--- src/rtl/uart_duplex.sv ---
// Full-duplex UART: tick-enable baud timing, RX/TX FIFOs, parity, sticky errors and RTS/CTS.
// Everything runs on i_clk; i_rx and i_cts are the only asynchronous inputs.
module uart_duplex #(
  parameter int DataLength      = 8,
  parameter int FifoDepth       = 8,
  parameter int OverSample      = 8,
  parameter int BaudRate        = 115200,
  parameter int SystemClockFreq = 50_000_000,
  parameter int ParityMode      = 0,
  parameter int StopBits        = 1
) (
  input  logic                  i_clk,
  input  logic                  i_rst_n,
  input  logic [DataLength-1:0] i_tx_data,
  input  logic                  i_tx_req,
  output logic                  o_tx_full,
  output logic                  o_tx_busy,
  input  logic                  i_rx_req,
  output logic [DataLength-1:0] o_rx_data,
  output logic                  o_rx_rdy,
  output logic                  o_parity_err,
  output logic                  o_frame_err,
  output logic                  o_overrun,
  input  logic                  i_clr_err,
  input  logic                  i_rx,
  output logic                  o_tx,
  input  logic                  i_cts,
  output logic                  o_rts
);

  localparam int DivRaw = (2 * SystemClockFreq / (BaudRate * OverSample) + 1) / 2;
  localparam int Div    = (DivRaw < 1) ? 1 : DivRaw;
  localparam int TickW  = (Div > 1) ? $clog2(Div) : 1;
  localparam int OsW    = $clog2(OverSample);
  localparam int BitW   = $clog2(DataLength + 1);
  localparam int AW     = $clog2(FifoDepth);
  localparam int PtrW   = AW + 1;

  typedef enum logic [2:0] {
    S_IDLE,
    S_START,
    S_DATA,
    S_PARITY,
    S_STOP
  } state_t;

  function automatic logic f_parity(input logic [DataLength-1:0] d);
    return (ParityMode == 2) ? ~(^d) : (^d);
  endfunction

  logic [TickW-1:0] r_tick_cnt;
  logic             r_tick;

  always_ff @(posedge i_clk) begin
    if (!i_rst_n) begin
      r_tick_cnt <= '0;
      r_tick     <= 1'b0;
    end else if (r_tick_cnt == TickW'(Div - 1)) begin
      r_tick_cnt <= '0;
      r_tick     <= 1'b1;
    end else begin
      r_tick_cnt <= r_tick_cnt + 1'b1;
      r_tick     <= 1'b0;
    end
  end

  // Two-flop synchronisers; r_rx_prev gives the falling-edge reference for frame detection.
  logic r_rx_meta, r_rx_sync, r_rx_prev, r_cts_meta, r_cts_sync;

  always_ff @(posedge i_clk) begin
    if (!i_rst_n) begin
      r_rx_meta  <= 1'b1;
      r_rx_sync  <= 1'b1;
      r_rx_prev  <= 1'b1;
      r_cts_meta <= 1'b1;
      r_cts_sync <= 1'b1;
    end else begin
      r_rx_meta  <= i_rx;
      r_rx_sync  <= r_rx_meta;
      r_rx_prev  <= r_rx_sync;
      r_cts_meta <= i_cts;
      r_cts_sync <= r_cts_meta;
    end
  end

  state_t                r_rx_state;
  logic [OsW-1:0]        r_rx_tcnt;
  logic [BitW-1:0]       r_rx_bcnt;
  logic [DataLength-1:0] r_rx_shift;
  logic                  r_rx_par;
  logic                  r_rx_wr;
  logic [DataLength-1:0] r_rx_wdata;
  logic                  r_perr_set;
  logic                  r_ferr_set;
  logic                  w_rx_sample;

  assign w_rx_sample = r_tick && (r_rx_tcnt == OsW'(OverSample - 1));

  always_ff @(posedge i_clk) begin
    if (!i_rst_n) begin
      r_rx_state <= S_IDLE;
      r_rx_tcnt  <= '0;
      r_rx_bcnt  <= '0;
      r_rx_shift <= '0;
      r_rx_par   <= 1'b0;
      r_rx_wr    <= 1'b0;
      r_rx_wdata <= '0;
      r_perr_set <= 1'b0;
      r_ferr_set <= 1'b0;
    end else begin
      r_rx_wr    <= 1'b0;
      r_perr_set <= 1'b0;
      r_ferr_set <= 1'b0;
      if (r_rx_state != S_IDLE && r_rx_state != S_START && r_tick)
        r_rx_tcnt <= w_rx_sample ? '0 : r_rx_tcnt + 1'b1;
      case (r_rx_state)
        S_IDLE: begin
          if (r_rx_prev && !r_rx_sync) begin
            r_rx_state <= S_START;
            r_rx_tcnt  <= '0;
          end
        end
        S_START: begin
          // Half a bit in: a line that is high again was only a glitch.
          if (r_tick) begin
            if (r_rx_tcnt == OsW'(OverSample / 2 - 1)) begin
              r_rx_tcnt  <= '0;
              r_rx_bcnt  <= '0;
              r_rx_state <= r_rx_sync ? S_IDLE : S_DATA;
            end else begin
              r_rx_tcnt <= r_rx_tcnt + 1'b1;
            end
          end
        end
        S_DATA: begin
          if (w_rx_sample) begin
            r_rx_shift <= {r_rx_sync, r_rx_shift[DataLength-1:1]};
            if (r_rx_bcnt == BitW'(DataLength - 1))
              r_rx_state <= (ParityMode == 0) ? S_STOP : S_PARITY;
            else
              r_rx_bcnt <= r_rx_bcnt + 1'b1;
          end
        end
        S_PARITY: begin
          if (w_rx_sample) begin
            r_rx_par   <= r_rx_sync;
            r_rx_state <= S_STOP;
          end
        end
        S_STOP: begin
          if (w_rx_sample) begin
            r_rx_state <= S_IDLE;
            if (!r_rx_sync)
              r_ferr_set <= 1'b1;
            else if (ParityMode != 0 && r_rx_par != f_parity(r_rx_shift))
              r_perr_set <= 1'b1;
            else begin
              r_rx_wr    <= 1'b1;
              r_rx_wdata <= r_rx_shift;
            end
          end
        end
        default: r_rx_state <= S_IDLE;
      endcase
    end
  end

  logic [DataLength-1:0] r_rx_mem [FifoDepth];
  logic [PtrW-1:0]       r_rx_wptr, r_rx_rptr;
  logic [PtrW-1:0]       w_rx_count;
  logic                  w_rx_empty, w_rx_full, w_rx_pop, w_rx_push;

  assign w_rx_count = r_rx_wptr - r_rx_rptr;
  assign w_rx_empty = (r_rx_wptr == r_rx_rptr);
  assign w_rx_full  = (w_rx_count == PtrW'(FifoDepth));
  assign w_rx_pop   = i_rx_req && !w_rx_empty;
  assign w_rx_push  = r_rx_wr && (!w_rx_full || w_rx_pop);

  always_ff @(posedge i_clk) begin
    if (w_rx_push)
      r_rx_mem[r_rx_wptr[AW-1:0]] <= r_rx_wdata;
  end

  always_ff @(posedge i_clk) begin
    if (!i_rst_n) begin
      r_rx_wptr <= '0;
      r_rx_rptr <= '0;
    end else begin
      if (w_rx_push) r_rx_wptr <= r_rx_wptr + 1'b1;
      if (w_rx_pop)  r_rx_rptr <= r_rx_rptr + 1'b1;
    end
  end

  assign o_rx_data = w_rx_empty ? '0 : r_rx_mem[r_rx_rptr[AW-1:0]];
  assign o_rx_rdy  = !w_rx_empty;

  // Sticky flags: a set in the same cycle as a clear wins.
  logic r_perr, r_ferr, r_ovr, r_rts;

  always_ff @(posedge i_clk) begin
    if (!i_rst_n) begin
      r_perr <= 1'b0;
      r_ferr <= 1'b0;
      r_ovr  <= 1'b0;
      r_rts  <= 1'b1;
    end else begin
      r_perr <= r_perr_set | (r_perr & ~i_clr_err);
      r_ferr <= r_ferr_set | (r_ferr & ~i_clr_err);
      r_ovr  <= (r_rx_wr & ~w_rx_push) | (r_ovr & ~i_clr_err);
      r_rts  <= (w_rx_count >= PtrW'(FifoDepth - 1));
    end
  end

  assign o_parity_err = r_perr;
  assign o_frame_err  = r_ferr;
  assign o_overrun    = r_ovr;
  assign o_rts        = r_rts;

  logic [DataLength-1:0] r_tx_mem [FifoDepth];
  logic [PtrW-1:0]       r_tx_wptr, r_tx_rptr;
  logic [PtrW-1:0]       w_tx_count;
  logic                  w_tx_empty, w_tx_full, w_tx_start, w_tx_push;
  logic [DataLength-1:0] w_tx_head;
  state_t                r_tx_state;

  assign w_tx_count = r_tx_wptr - r_tx_rptr;
  assign w_tx_empty = (r_tx_wptr == r_tx_rptr);
  assign w_tx_full  = (w_tx_count == PtrW'(FifoDepth));
  assign w_tx_head  = r_tx_mem[r_tx_rptr[AW-1:0]];
  assign w_tx_start = (r_tx_state == S_IDLE) && r_tick && !w_tx_empty && !r_cts_sync;
  assign w_tx_push  = i_tx_req && (!w_tx_full || w_tx_start);

  always_ff @(posedge i_clk) begin
    if (w_tx_push)
      r_tx_mem[r_tx_wptr[AW-1:0]] <= i_tx_data;
  end

  always_ff @(posedge i_clk) begin
    if (!i_rst_n) begin
      r_tx_wptr <= '0;
      r_tx_rptr <= '0;
    end else begin
      if (w_tx_push)  r_tx_wptr <= r_tx_wptr + 1'b1;
      if (w_tx_start) r_tx_rptr <= r_tx_rptr + 1'b1;
    end
  end

  logic [OsW-1:0]        r_tx_tcnt;
  logic [BitW-1:0]       r_tx_bcnt;
  logic [DataLength-1:0] r_tx_shift;
  logic                  r_tx_par;
  logic                  r_tx;
  logic                  w_tx_bitend;

  assign w_tx_bitend = r_tick && (r_tx_tcnt == OsW'(OverSample - 1));

  // CTS only gates the start of a frame; once out of IDLE the frame always finishes.
  always_ff @(posedge i_clk) begin
    if (!i_rst_n) begin
      r_tx_state <= S_IDLE;
      r_tx_tcnt  <= '0;
      r_tx_bcnt  <= '0;
      r_tx_shift <= '0;
      r_tx_par   <= 1'b0;
      r_tx       <= 1'b1;
    end else begin
      if (r_tx_state != S_IDLE && r_tick)
        r_tx_tcnt <= w_tx_bitend ? '0 : r_tx_tcnt + 1'b1;
      case (r_tx_state)
        S_IDLE: begin
          r_tx <= 1'b1;
          if (w_tx_start) begin
            r_tx_shift <= w_tx_head;
            r_tx_par   <= f_parity(w_tx_head);
            r_tx_tcnt  <= '0;
            r_tx       <= 1'b0;
            r_tx_state <= S_START;
          end
        end
        S_START: begin
          if (w_tx_bitend) begin
            r_tx       <= r_tx_shift[0];
            r_tx_shift <= r_tx_shift >> 1;
            r_tx_bcnt  <= '0;
            r_tx_state <= S_DATA;
          end
        end
        S_DATA: begin
          if (w_tx_bitend) begin
            if (r_tx_bcnt == BitW'(DataLength - 1)) begin
              r_tx_bcnt <= '0;
              if (ParityMode != 0) begin
                r_tx       <= r_tx_par;
                r_tx_state <= S_PARITY;
              end else begin
                r_tx       <= 1'b1;
                r_tx_state <= S_STOP;
              end
            end else begin
              r_tx       <= r_tx_shift[0];
              r_tx_shift <= r_tx_shift >> 1;
              r_tx_bcnt  <= r_tx_bcnt + 1'b1;
            end
          end
        end
        S_PARITY: begin
          if (w_tx_bitend) begin
            r_tx       <= 1'b1;
            r_tx_bcnt  <= '0;
            r_tx_state <= S_STOP;
          end
        end
        S_STOP: begin
          if (w_tx_bitend) begin
            if (r_tx_bcnt == BitW'(StopBits - 1))
              r_tx_state <= S_IDLE;
            else
              r_tx_bcnt <= r_tx_bcnt + 1'b1;
          end
        end
        default: r_tx_state <= S_IDLE;
      endcase
    end
  end

  assign o_tx      = r_tx;
  assign o_tx_full = w_tx_full;
  assign o_tx_busy = (r_tx_state != S_IDLE) || !w_tx_empty;

endmodule

--- config.mk ---
export PLATFORM = sky130hd
export DESIGN_NAME = uart_duplex
export DESIGN_NICKNAME = d
export VERILOG_FILES = /design/src/rtl/uart_duplex.sv
export SDC_FILE = /design/constraint.sdc
export NUM_CORES = 1
export LEC_CHECK = 0
export CORE_ASPECT_RATIO = 1.75
export CORE_MARGIN = 4
export CORE_UTILIZATION = 45
export CTS_BUF_LIST = sky130_fd_sc_hd__clkbuf_16
export CTS_CLUSTER_SIZE = 14
export DETAILED_ROUTE_END_ITERATION = 12
export SLEW_MARGIN = 0
export SYNTH_ARGS = -nofsm -noshare
export SYNTH_HDL_FRONTEND = slang
export SYNTH_SLANG_ARGS = --single-unit
--- constraint.sdc ---
create_clock -name i_clk -period 4.1 [get_ports i_clk]
set_input_delay 1.23 -clock i_clk [delete_from_list [all_inputs] [get_ports i_clk]]
set_output_delay 1.23 -clock i_clk [all_outputs]
set_load 0.02 [all_outputs]
; After elaboration in Yosys (flattened, before gate mapping)
; Memories as Yosys holds them, arrays and structs flattened. A register that Yosys moved wholly into a read port is not among the register bits.
; Cells that the tools add are included.
[classes]
n_addsub = 11
n_lt_le_gt_ge = 1
n_eq_ne = 37
mux = 61
n_bitwise = 9
reduce_logical = 41
[op_table]
columns = cell, n
row1 = $mux 3, 27
row2 = $mux 8, 5
row3 = $mux 4, 9
row4 = $ne 2x2->1 const B, 17
row5 = $pmux 3 s5, 2
row6 = $add 4x1->4 const B, 6
row7 = $pmux 8 s3, 1
row8 = $eq 3x2->1 const B, 5
row9 = $reduce_and 5->1, 3
row10 = $reduce_and 7->1, 2
row11 = $eq 3x3->1 const B, 4
row12 = $logic_and 1x1->1, 12
row13 = $mux 1, 12
row14 = $pmux 4 s3, 1
row15 = $reduce_bool 3->1, 4
row16 = $eq 4x3->1 const B, 2
row17 = $eq 4x4->1, 2
row18 = $eq 4x4->1 const B, 2
row19 = $pmux 4 s2, 1
row20 = $sub 4x4->4, 2
row21 = $add 3x1->3 const B, 2
row22 = $add 6x1->6 const B, 1
row23 = $eq 3x1->1 const B, 2
row24 = $eq 6x6->1 const B, 1
row25 = 19 further kinds, 35
[totals]
regBits = 79
ramBits = 128
inputBits = 15
output_inout_bits = 16
word_cells = 189
memories = 2
[mem_list]
columns = name, depth, word_bits, rd, rd_ports_with_merged_regs, write_ports, line_no
row1 = r_rx_mem, 8, 8, 1, 1, 1, 168  ; logic [DataLength-1:0] r_rx_mem [FifoDepth];
row2 = r_tx_mem, 8, 8, 1, 1, 1, 219  ; logic [DataLength-1:0] r_tx_mem [FifoDepth];

; Depth between registers and ports, before layout
; Gate-level depths: netlist of the first run.
[logic_depth]
ltp_word = 8
mapped_depth = 9
depth_no_buf = 9

; Worst setup path after synthesis of the first run
; Ideal clock, no wire load.
[synth_path]
path_kind = input -> register
from = input i_rx_req
to = memory r_rx_mem[2][0], enable pin
setup_time_ns = 0.383
arrival_ns = 2.521
t_required_ns = 3.717
setup_slack_ns = 1.195
path_stages = 5
path_buffers = 1
cell_sequence = o21a_1 > buf_2 > o41ai_4 > or2_2 > nor3_1
[synth_between]
elab_chain_cells = 5
[synth_lines]
columns = element, line_no
row1 = from (decl), 18  ; input logic i_rx_req,
row2 = $logic_and 1x1->1, 176  ; assign w_rx_pop = i_rx_req && !w_rx_empty;
row3 = $logic_or 1x1->1, 177  ; assign w_rx_push = r_rx_wr && (!w_rx_full || w_rx_pop);
row4 = $logic_and 1x1->1, 177
row5 = $mux 1, 180  ; if (w_rx_push)
row6 = $mux 1 (implied by the code), 181  ; r_rx_mem[r_rx_wptr[AW-1:0]] <= r_rx_wdata;
row7 = to (decl), 168
; Every way passes these cells.

; Final worst setup path of the first run
[layout_path]
from = register r_rx_wptr[0]
to = output o_rx_data[2]
[layout_between]
elab_chain_cells = 2
[layout_lines]
columns = element, line_no
row1 = from (decl), 169  ; logic [PtrW-1:0] r_rx_wptr, r_rx_rptr;
row2 = from (signal assigned), 189  ; if (w_rx_push) r_rx_wptr <= r_rx_wptr + 1'b1;
row3 = $eq 4x4->1, 174  ; assign w_rx_empty = (r_rx_wptr == r_rx_rptr);
row4 = $mux 8, 194  ; assign o_rx_data = w_rx_empty ? '0 : r_rx_mem[r_rx_rptr[AW-1:0]];
row5 = to (decl), 19  ; output logic [DataLength-1:0] o_rx_data,
; Every way passes these cells.

==> results.json, run 1 <==
{
  "status": "completed",
  "synth_nets": 689,
  "cts_tree": "done",
  "p_comb_share_pct": 3.3,
  "grt_pass1_vias": 5326,
  "worstHoldStart": "r_rx_meta",
  "max_freq_ghz": 0.269,
  "antenna_found_initial": 0,
  "cts_buffer_depth": 3,
  "ys.flop_type": "edfxtp_1",
  "wl_per_cell_um": 17.6,
  "ys_ff_latch": 213,
  "ys_seq_area_share_pct": 63.0,
  "die_h_um": 193,
  "num_antenna_cells": 0,
  "critPathKind": "flip-flop to output pin",
  "clock_latency_ps": 500,
  "final_period_minus_worst_setup_slack_ps": 3710,
  "drive_gt1_share_pct": 13.3,
  "max_slew.worst_pin.slew_ps": 942,
  "fin_crit_sh_pct": 90.6,
  "yosysWarningCount": 0,
  "crit_fanout": 9,
  "drc": 0,
  "place_hpwl_um": 11900,
  "whs_ps": 417,
  "p_sw_w": 0.000874,
  "start_kind": "flip-flop",
  "fin_tns_setup_ps": 0,
  "r2r_start": "r_tx_state[2]",
  "seq_power_share_pct": 54.1,
  "clkPwrFrac_pct": 42.5,
  "core_um2": 19200,
  "track_usage_pct": 16.0,
  "drt_iter0_drc": 178,
  "drv_cap": 0,
  "critPathRequiredTime_ps": 2870,
  "final_cell_mix": "128 x edfxtp_1, 85 x dfxtp_1, 70 x nor2_1",
  "setup_violations": 0,
  "swShare_pct": 20.5,
  "clk_pin_slew_ps": 60,
  "p_int_w": 0.00338,
  "ant_nets": 0,
  "endpoint_kind": "output pin",
  "powerDensity_nw_per_um2": 422,
  "min_path_type": "flip-flop to flip-flop",
  "avgSynthCellArea_um2": 13.5,
  "rsz0062_at_grt": "false",
  "cts_setup_buffers": 0,
  "routabilityCongestion": 0.797,
  "synth_area_um2": 8800,
  "wl_um": 16700,
  "synth_edf_count": 128,
  "via_count": 5153,
  "leakage_nw": 3.43,
  "rows": 67,
  "root_buffer": "clkbuf_16",
  "peakVddDrop_uv": 358,
  "ys_async_sr_fraction_pct": 0,
  "worstPathArrival_ps": 2480,
  "portBuffers": 30,
  "critPathLaunch": "r_rx_wptr[0]",
  "final_common_cell": "edfxtp_1",
  "die_x_um": 114,
  "firstDrtPassIters": 4,
  "numCtsBuffers": 21,
  "fin_skew_ps": 15.0,
  "fin_nets": 731,
  "grt_max_degree": 40,
  "io-pin-count": 31,
  "h-tree-depth": 1,
  "areaGrowthSynthToFinish_pct": 14.5,
  "synth.distinct_cells": 60,
  "netlist_instances": 652,
  "initial_core_util_pct": 45.9,
  "grt_pass1_wl_um": 27600,
  "hold_violations": 0,
  "cts.sinks": 213,
  "via_per_inst": 5.42,
  "gr-total-overflow": 0,
  "die_area_um2": 22000,
  "slew-limit-headroom_pct": 37.0,
  "slew_violations": 0
}
-- layer usage --
metal  GRT usage [%]  wire (um)  vias up
met3            2.28        586       34
li1                -          -     2509
met1            16.2       5900     2522
met2            32.1       9690       88
met5               0          0        -
met4            6.48        527        0
-- worst max-delay path, cell delays in order, from the launching register on --
cell and delay [ps]:
dfxtp_1 440, inv_1 130, ha_1 350, nand3_1 100
nor2_1 60, buf_4 190, nor2_1 120, clkdlybuf4s50_1 610
-- final timing paths --
| kind | cells after the start | slack, ps | end |
|---|---|---|---|
| max | 7 | 390 | o_rx_data[2] |
| min | 1 | 420 | r_rx_sync |
| max reg2reg | 5 | 1090 | r_tx_mem[4][4] |
| min reg2reg | 1 | 420 | r_rx_sync |
-- per-stage QoR --
stage               cell area [um^2]  setup WS (ps)  std cells  utilization, %  power (W)
CTS                            10100            123        950            52.5    0.00433
finish                         10100            385        950            52.5    0.00425
global placement                9420            748        912            49.1    0.00249
global route                   10100            254        950            52.5    0.00443
detailed placement              9420            657        912            49.1    0.00249
floorplan                       8800           1200        652               -    0.00243
-- synthesized netlist by cell type, types with 2 or more instances --
cell      instances  share of area, %
mux2i_1          34               3.9
clkbuf_1         15              0.64
nand4_1           3              0.21
xnor2_1          10              0.99
a31oi_1           3              0.21
buf_6             2              0.26
nand3_1          27               1.5
nor2_1           70               3.0
and2_1            2              0.14
nand2b_1         14              0.99
xor2_1            8              0.80
and3b_1           2              0.20
nor4_1            9              0.64
or2_2             2              0.14
or3_1             4              0.28
nor2b_1           4              0.28
inv_1            18              0.77
o21ai_0          14              0.80
mux4_2           32               8.2
buf_1             6              0.26
edfxtp_1        128                44
nor3_1            8              0.45
o211ai_1          2              0.17
a22oi_1           3              0.26
nand3b_1          8              0.68
buf_2             8              0.45
dfxtp_1          85                19
and3_1            4              0.28
nor3b_1           3              0.26
ha_1             21               3.0
a21oi_1          28               1.6
nand2_1          39               1.7
o31ai_1           2              0.17
a22o_1            8              0.80
-- cells by family after synthesis --
family	Yosys count	synth area share, %
flip-flops	213	63.0
AND/OR/NAND/NOR	211	12.1
multiplexers	66	12.1
buffers and inverters	50	2.46
adder cells (fa/ha/maj)	22	3.21
XOR/XNOR	18	1.79
AO/OA/AOI/OAI	72	5.36
-- flip-flops by register name, summed over array words and instances (netlist names), 3 cells and up, named ones only --
signal	count
r_tx_state	3
r_tx_rptr	4
r_rx_tcnt	3
r_tx_wptr	4
r_tx_shift	8
r_tx_bcnt	4
r_rx_wdata	8
r_rx_rptr	4
r_rx_mem	64
r_rx_state	3
r_rx_bcnt	4
r_tx_tcnt	3
r_tx_mem	64
r_tick_cnt	6
r_rx_shift	8
r_rx_wptr	4
-- power groups by stage --
| stage | registers, W | logic (W) | clock network (W) |
|---|---|---|---|
| floorplan | 0.00234 | 0.0000857 | 0 |
| global placement | 0.00235 | 0.000140 | 0 |
| detailed placement | 0.00235 | 0.000145 | 0 |
| CTS | 0.00230 | 0.000146 | 0.00188 |
| global route | 0.00230 | 0.000159 | 0.00197 |
| finish | 0.00230 | 0.000142 | 0.00181 |
-- cell type report --
type                            instances  area (um^2)
Tap cell                              241          302
Multi-Input combinational cell        389         3050
Clock buffer                           22          551
Clock inverter                         16          103
Timing Repair Buffer                   51          460
Sequential cell                       213         5550
Inverter                               18         67.6
Fill cell                            1602         9120
-- timing repair --
action / in CTS / in global routing
resized for setup: 0 / 1
hold buffers: 0 / 0
setup endpoints to repair: 0 / 1
hold endpoints to repair: 0 / 0
Note: power is estimated with default switching activity, not from simulation.
==> run 2, diff against run 1 <==
--- a/config.mk
+++ b/config.mk
@@ -9,6 +9,7 @@
 export CORE_MARGIN = 4
 export CORE_UTILIZATION = 45
 export CTS_BUF_LIST = sky130_fd_sc_hd__clkbuf_16
+export CTS_CLUSTER_DIAMETER = 30
 export CTS_CLUSTER_SIZE = 14
 export DETAILED_ROUTE_END_ITERATION = 12
 export SLEW_MARGIN = 0
==> results.json, run 2 (synthesis results as in run 1) <==
{
  "setup_violations": 0,
  "grt_max_degree": 40,
  "root_buffer": "clkbuf_16",
  "fin_tns_setup_ps": 0,
  "via_count": 5205,
  "powerDensity_nw_per_um2": 487,
  "rows": 67,
  "via_per_inst": 5.38,
  "io-pin-count": 31,
  "grt_pass1_vias": 5455,
  "p_sw_w": 0.00109,
  "p_int_w": 0.00402,
  "die_h_um": 193,
  "worstPathArrival_ps": 2530,
  "drv_cap": 0,
  "critPathMaxStageDelay_ps": 610,
  "total_power_w": 0.00511,
  "max_freq_ghz": 0.266,
  "slew-limit-headroom_pct": 37.4,
  "fin_skew_ps": 9.32,
  "leakage_nw": 3.63,
  "clk_pin_slew_ps": 60,
  "cp_cell_sequence": "inv_1 > ha_1 > nand3_1 > nor2_1 > buf_4 > nor2_1 > clkdlybuf4s50_1",
  "track_usage_pct": 16.0,
  "critPathKind": "flip-flop to output pin",
  "wl_met1_um": 5860,
  "critPathRequiredTime_ps": 2870,
  "peakVddDrop_uv": 369,
  "clock_latency_ps": 530,
  "max_slew.worst_pin.slew_ps": 935,
  "die_x_um": 114,
  "grt_pass1_wl_um": 27700,
  "wl_um": 16700,
  "critPathSlowestCell": "clkdlybuf4s50_1",
  "final_cell_mix": "128 x edfxtp_1, 85 x dfxtp_1, 70 x nor2_1",
  "p_comb_share_pct": 2.8,
  "status": "completed",
  "routabilityCongestion": 0.797,
  "fin_nets": 740,
  "wl_per_cell_um": 17.3,
  "ant_nets": 0,
  "clkPwrFrac_pct": 52.1,
  "seq_power_share_pct": 45.1,
  "drt_iter0_drc": 207,
  "final_common_cell": "edfxtp_1",
  "min_path_type": "flip-flop to flip-flop",
  "swShare_pct": 21.4,
  "endpoint_kind": "output pin",
  "crit_fanout": 9,
  "met2WireLength_um": 9740,
  "final_cells": 968,
  "wl_met3_um": 541,
  "areaGrowthSynthToFinish_pct": 19.2,
  "firstDrtPassIters": 4,
  "crit_top_cell": "nor2_1",
  "h-tree-depth": 1,
  "drive_gt1_share_pct": 16.2,
  "hold_violations": 0,
  "cts_setup_buffers": 0,
  "drc": 0,
  "final_period_minus_worst_setup_slack_ps": 3760,
  "cts_tree": "done",
  "top_layer": "met4",
  "die_area_um2": 22000,
  "portBuffers": 30,
  "place_hpwl_um": 11900,
  "fin_crit_sh_pct": 91.6,
  "cts.sinks": 213,
  "slew_violations": 0,
  "gr-total-overflow": 0,
  "nFillCells": 1549,
  "numCtsBuffers": 30,
  "cts_buffer_depth": 3,
  "dp.cells": 912,
  "num_antenna_cells": 0,
  "rsz0062_at_grt": "false",
  "start_kind": "flip-flop",
  "core_um2": 19200,
  "antenna_found_initial": 0,
  "initial_core_util_pct": 45.9
}
## run 2: cell count changes in the layout (fill, tap and decap cells not counted), moves of 3 or more
cell | before | now
inv_6 | 2 | 5
bufinv_16 | 1 | 4
clkbuf_16 | 22 | 31
inv_8 | 0 | 6
clkinv_1 | 5 | 2
inv_1 | 23 | 20
## run 2: through the flow
stage          worst slack (ps)  utilization (%)  cell area (um^2)  hold WS [ps]
2_1_floorplan              1200                -              8800           386
3_3_place_gp                748             49.1              9420           396
3_5_place_dp                657             49.1              9420           410
4_1_cts                    98.3             54.7             10500           430
5_1_grt                     224             54.7             10500           433
6_report                    344             54.7             10500           418
## run 2: critical path, delay by kind of cell (launching register included)
| kind | cells | cell delay (ps) |
|---|---|---|
| adder cells (fa/ha/maj) | 1 | 350 |
| AND/OR/NAND/NOR | 3 | 280 |
| buffers and inverters | 3 | 930 |
| flip-flops | 1 | 440 |
## run 2: cell type report
type	instances	area [um^2]	share of cell area, %
repair buffers	51	460	4.39
well taps	241	302	2.87
clock inverters	25	294	2.80
flip-flops and latches	213	5550	52.8
multi-input cells	389	3050	29.1
inverters	18	67.6	0.644
clock buffers	31	776	7.39
## run 2: power groups by stage
stage	Combinational (W)	Clock, W	Sequential (W)
6_report	0.000141	0.00266	0.00230
3_3_place_gp	0.000140	0	0.00235
2_1_floorplan	0.0000857	0	0.00234
3_5_place_dp	0.000145	0	0.00235
5_1_grt	0.000158	0.00282	0.00231
4_1_cts	0.000145	0.00273	0.00230
## run 2: final timing paths
kind	start	end	slack (ps)	cells after the start
worst max-delay path	r_rx_wptr[0]	o_rx_data[2]	340	7
worst min-delay path	r_rx_meta	r_rx_sync	420	1
worst max register to register	r_tx_state[2]	r_tx_mem[4][4]	1090	5
worst min register to register	r_rx_meta	r_rx_sync	420	1
## run 2: layer usage
metal,global-route usage [%],vias to the layer above
li1,-,2538
met1,16.1,2535
met2,32.0,96
met3,2.22,36
met4,6.66,0
met5,0,-
## run 2: repair_timing
| item | 4_1_cts | 5_1_grt |
|---|---|---|
| endpoints found under the setup margin | 0 | 1 |
| endpoints found under the hold margin | 0 | 0 |
| hold buffers | 0 | 0 |
| gates resized for setup | 0 | 1 |
